$ cat config.mk
export PLATFORM = sky130hd
export DESIGN_NAME = state_encoder
export DESIGN_NICKNAME = d
export VERILOG_FILES = /design/src/rtl/state_encoder.sv
export SDC_FILE = /design/constraint.sdc
export NUM_CORES = 1
export LEC_CHECK = 0
export CAP_MARGIN = 20
export CORE_MARGIN = 1.5
export CORE_UTILIZATION = 53
export DETAILED_ROUTE_END_ITERATION = 7
export GPL_TIMING_DRIVEN = 0
export PLACE_DENSITY = 0.76
export SLEW_MARGIN = 30
export SYNTH_ARGS = -nofsm -noshare
export SYNTH_HDL_FRONTEND = slang
export SYNTH_SLANG_ARGS = --single-unit
$ cat constraint.sdc
create_clock -name clk -period 1.8 [get_ports clk]
set_input_delay 0.36 -clock clk [delete_from_list [all_inputs] [get_ports clk]]
set_output_delay 0.36 -clock clk [all_outputs]
set_load 0.005 [all_outputs]
$ cat src/rtl/state_encoder.sv
// Serial state transmitter: on a rising edge of enable, sends a start bit, the captured state
// word MSB first, and an even-parity bit on a registered single-bit line.
module state_encoder #(
    parameter int unsigned STATE_LENGTH = 7
) (
    input  logic                    clk,
    input  logic [STATE_LENGTH-1:0] state,
    input  logic                    enable,
    output logic                    out,
    input  logic                    rst,
    output logic                    busy
);

    typedef enum logic [1:0] {StIdle, StStart, StData, StParity} st_e;

    localparam logic [3:0] LastCnt = 4'(STATE_LENGTH);

    st_e                     st_q, st_d;
    logic [STATE_LENGTH-1:0] sh_q, sh_d;
    logic [3:0]              cnt_q, cnt_d;
    logic                    par_q, par_d;
    logic                    out_q, out_d;
    logic                    busy_q, busy_d;
    logic                    en_d_q;
    logic                    trigger;

    assign trigger = enable & ~en_d_q;

    always_ff @(posedge clk or posedge rst) begin
        if (rst) begin
            st_q <= StIdle;
        end else begin
            st_q <= st_d;
        end
    end

    always_comb begin
        st_d = st_q;
        case (st_q)
            StIdle:   if (trigger) st_d = StStart;
            StStart:  st_d = StData;
            StData:   if (cnt_q == LastCnt) st_d = StParity;
            StParity: st_d = StIdle;
            default:  st_d = StIdle;
        endcase
    end

    // Registered-output and datapath next-state; cnt_q counts data bits already driven.
    always_comb begin
        sh_d   = sh_q;
        cnt_d  = cnt_q;
        par_d  = par_q;
        out_d  = 1'b0;
        busy_d = 1'b0;
        case (st_q)
            StIdle: begin
                if (trigger) begin
                    sh_d   = state;
                    cnt_d  = 4'd0;
                    par_d  = ^state;
                    out_d  = 1'b1;
                    busy_d = 1'b1;
                end
            end
            StStart: begin
                out_d  = sh_q[STATE_LENGTH-1];
                sh_d   = sh_q << 1;
                cnt_d  = 4'd1;
                busy_d = 1'b1;
            end
            StData: begin
                busy_d = 1'b1;
                if (cnt_q == LastCnt) begin
                    out_d = par_q;
                end else begin
                    out_d = sh_q[STATE_LENGTH-1];
                    sh_d  = sh_q << 1;
                    cnt_d = cnt_q + 4'd1;
                end
            end
            StParity: begin
                cnt_d = 4'd0;
            end
            default: begin
                cnt_d = 4'd0;
            end
        endcase
    end

    // en_d resets high so an enable already asserted at reset release does not fire.
    always_ff @(posedge clk or posedge rst) begin
        if (rst) begin
            sh_q   <= '0;
            cnt_q  <= 4'd0;
            par_q  <= 1'b0;
            out_q  <= 1'b0;
            busy_q <= 1'b0;
            en_d_q <= 1'b1;
        end else begin
            sh_q   <= sh_d;
            cnt_q  <= cnt_d;
            par_q  <= par_d;
            out_q  <= out_d;
            busy_q <= busy_d;
            en_d_q <= enable;
        end
    end

    assign out  = out_q;
    assign busy = busy_q;

endmodule

# Word level (Yosys, flattened, before mapping)
# Index checks and enable logic that the tools add are counted.
# classes
n_addsub	1
n_eq_ne	7
muxes	13
bitwise	2
n_reduce_logical	8
# ops
cell	n
$pmux W7 S3	1
$pmux W4 S4	1
$mux W7	2
$mux W4	2
$pmux W2 S4	1
$reduce_xor A7 Y1	1
$ne A2 B2 Y1 const B	3
$reduce_and A2 Y1	3
$add A4 B1 Y4 const B	1
$eq A2 B2 Y1 const B	2
$eq A4 B3 Y1 const B	1
$mux W2	2
$pmux W1 S3	1
$reduce_and A3 Y1	1
$reduce_bool A3 Y1	1
$eq A2 B1 Y1 const B	1
$logic_not A2 Y1	1
$mux W1	2
$pmux W1 S2	1
$reduce_or A2 Y1	1
$and A1 B1 Y1	1
$not A1 Y1	1
# word_totals
ff_bits	17
in_bits	10
out_inout_bits	2
wordCells	38

# Depth between registers and ports, before layout
# logic_depth
depth_word	4
depth_mapped	8
mapped_depth_nobuf	6

# Least setup slack after synthesis
# OpenSTA, ideal clock, no wires.
# synth_path
path_kind	register -> register
start	register st_q[0]
end	register cnt_q[0]
setup_ns	0.124
arrival_time_ns	1.423
t_required_ns	1.676
path_slack_ns	0.253
stages_incl_launch_ff	7
path_buffers	1
synth_period_minus_slack_ns	1.547
cell_sequence	dfrtp_1 > inv_1 > ha_1 > buf_2 > o211ai_1 > o21ai_0 > a211o_1
# synth_between
elab_chain_cells	3
word_cells_on_any_way	8
classes_between	eq/ne: 5; mux: 1; reduce/logical: 2
# synth_rtl
item	line_no	source
from (decl)	18	st_e st_q, st_d;
from (signal assigned)	31	st_q <= StIdle;
from (signal assigned)	33	st_q <= st_d;
$eq A2 B2 Y1 or $logic_not A2 Y1 (tied branches)	55	case (st_q)
$ne A2 B2 Y1 (no source line)	-	
$reduce_and A2 Y1 (no source line)	-	
to (signal assigned)	101	cnt_q <= cnt_d;
to (decl)	20	logic [3:0] cnt_q, cnt_d;
# Several ways; a longest one is shown, not always the timed one.
# A chain may end at the register's enable or synchronous reset.

# Worst setup path in the final report
# layout_path
start	register st_q[0]
end	register sh_q[1]
# layout_between
elab_chain_cells	3
word_cells_on_any_way	8
classes_between	eq/ne: 4; mux: 1; reduce/logical: 3
# layout_rtl
item	line_no	source
$eq A2 B2 Y1 (tied with other cells)	55	
$ne A2 B2 Y1 (no source line) or $reduce_bool A3 Y1 (tied branches)	-	
$reduce_and A3 Y1 (no source line)	-	
to (signal assigned)	93	sh_q <= '0;
to (signal assigned)	100	sh_q <= sh_d;
to (decl)	19	logic [STATE_LENGTH-1:0] sh_q, sh_d;
# Several ways; a longest one is shown, not always the timed one.

==> qor.csv <==
metric,value,unit
fmax,0.587,GHz
Post-Syn Instances,95,
number of global-route vias before repair,705,
Worst Hold Class,in2async,
PwrDens,1670,nW/um2
Synthesized Nets,111,
synthesized flop and latch total,17,
R2R setup slack,100,ps
vias after detailed routing,740,
normalized max-slew margin,58.1,%
Avg Inst Size Synth,10.4,um2
Die ar.,2140,um2
DP Wirelength,1300,um
Leak,0.573,nW
Multi-input gate area,510,um2
max-capacitance violation count,0,
post-synthesis cell type count,33,
"Cell Area, Synth",990,um2
final setup vio count,0,
Starting Density,56.7,%
Synth area leaders,"dfrtp_1, mux2i_1, ha_1",
area post-placement,1130,um2
post-synthesis sequential area ratio,43.1,%
"CTS clk-pin slew, worst paths",100,ps
routability cong.,0.784,
"Hold-fix buffers, CTS",0,
synth warn,0,
Die W,46.2,um
drt first pass iters,4,
Final Max Slew Viols,0,
largest area contributor in the netlist,dfrtp_1,
post-route ant nets,0,
skew final,5.45,ps
final period utilization,94.6,%
via density per instance,5.40,
Inserted Clock Buffers,3,
Core Area,1750,um2
DR DRC count,0,
Least-Margin Pin Slew,627,ps
WP data arrival,1890,ps
worst-path fanout max,10,
clock sinks,17,
Worst VDD drop,1.33,mV
first-pass GRT wire length,3080,um
DR WL/cell,13.2,um
WP data required,1980,ps
Synth top area share,40.5,%
Area growth syn-to-layout,19.0,%
Max clock buf depth,2,
RSZ-0062 raised after global routing,no,
number of port buffers,11,
fin crit period,1700,ps
Tot Pwr,1.96,mW
H-tree Lvls,1,
fillers,134,
Core Rows,15,
antenna violations before repair,0,
number of top-level pins,12,
share of cells above drive strength 1,15.2,%
grt total ovfl,0,
Setup Crit Path Kind,reg2reg,
status,"complete, no violations",
CP endpoint kind,flop,
Root Driver,clkbuf_4,
Iter 0 DRT Violations,17,
CTS tree,built,
Worst setup SP type,flop,
"Design Area, Final",1180,um2
sequential cell area,427,um2
"Hold Vio Cnt, Final",0,
die boundary height,46.2,um
number of diodes,0,
GRT Total Usage,20.5,%
Hold WS,445,ps
NumNets Final,129,
worst skew pair latency,290,ps
fin util,67.5,%
Routed WL,1810,um
largest net degree at the start of global routing,18,
## report_power, final
group	internal [mW]	switching (mW)
sequential	0.540	0.0933
combinational	0.542	0.585
clock	0.0863	0.116
## registers in the layout, indices dropped and copies added, names as in the netlist
signal  cells
sh_q        7
cnt_q       4
en_d_q      1
par_q       1
out         1
st_q        2
busy        1
## stage by stage
stage	setup slack, ps	setup TNS [ps]	instances
final	96.4	0	137
after global routing	0.595	0	137
after CTS	51.5	0	135
after detailed placement	-11.5	-21.2	131
after global placement	-1.61	-1.61	131
after floorplan	253	0	95
## Yosys cell counts (all sizes together)
cell and number:
nor3 1, buf 2, dfrtp 16, and2 1, o211ai 1, o32a 1, nor2 8, o41ai 1
o221a 1, and3 1, xor2 1, a21oi 8, nand2 5, mux2i 8, a22o 2, mux2 1
inv 9, xnor2 5, o21ai 6, nand3 2, ha 6, nor2b 1, nand3b 2, a211o 1
and3b 1, clkbuf 1, dfstp 1, o2bb2ai 1, a222oi 1
## area by class of cell
class	count	area share, %
inverter	9	2.87
buffer	3	2.02
multi-input combinational	66	43.4
clock buffer	4	2.23
sequential	17	36.2
timing repair buffer	13	10.6
tap	25	2.66
## cells in the final DEF, fill, tap and decap left out, drive strengths merged
cell type	n
o211ai	1
ha	6
buf	5
inv	9
a222oi	1
a21oi	8
and3	1
xnor2	5
o32a	1
and3b	1
nand3b	2
o41ai	1
nor3	1
nand2	5
and2	1
mux2i	8
mux2	1
nor2b	1
o221a	1
dfstp	1
clkbuf	4
nand3	2
clkdlybuf4s50	11
a22o	2
nor2	8
xor2	1
o2bb2ai	1
a211o	1
dfrtp	16
o21ai	6
## routing by layer
metal | up-vias | track usage [%] | part of all wire (%)
li1 | 365 | - | -
met1 | 348 | 27.8 | 46
met2 | 22 | 30.3 | 47
met3 | 5 | 7.45 | 5.5
met4 | 0 | 6.86 | 1.5
met5 | - | 0 | 0
## final timing paths
path / from / end / depth (start not counted)
min in group clk: enable / en_d_q$_DFF_PP1_ / 1
setup / recovery: st_q[0]$_DFFE_PP0P_ / sh_q[1]$_DFFE_PP0P_ / 8
setup reg to reg: st_q[0]$_DFFE_PP0P_ / sh_q[1]$_DFFE_PP0P_ / 8
hold / removal: rst / sh_q[4]$_DFFE_PP0P_ / 2
max in group asynchronous: rst / st_q[1]$_DFFE_PP0P_ / 2
hold reg to reg: par_q$_DFFE_PP0P_ / par_q$_DFFE_PP0P_ / 2
## worst max-delay path, cell delays in order (launching register included)
cell and delay [ps]:
dfrtp_1 420, inv_1 130, ha_1 160, buf_2 200, inv_1 100, o221a_4 310
buf_6 140, nor2_1 90, a21oi_1 50
## timing repair
| item | CTS | global route |
|---|---|---|
| gates resized for setup | 0 | 6 |
| setup buffers | 0 | 2 |
| setup endpoints to repair | 0 | 5 |
## cell families (layout without fill, tap and decap cells)
logic type      Yosys count  count (layout)  share of synthesized area [%]
compound gates           23              23                           16.4
simple gates             22              22                           12.4
flops                    17              17                           43.1
buf+inv                  12              29                           5.56
mux                       9               9                           9.61
fa+ha+maj                 6               6                           7.59
xor+xnor                  6               6                           5.31
No activity file was read; power rests on OpenSTA's default activity.
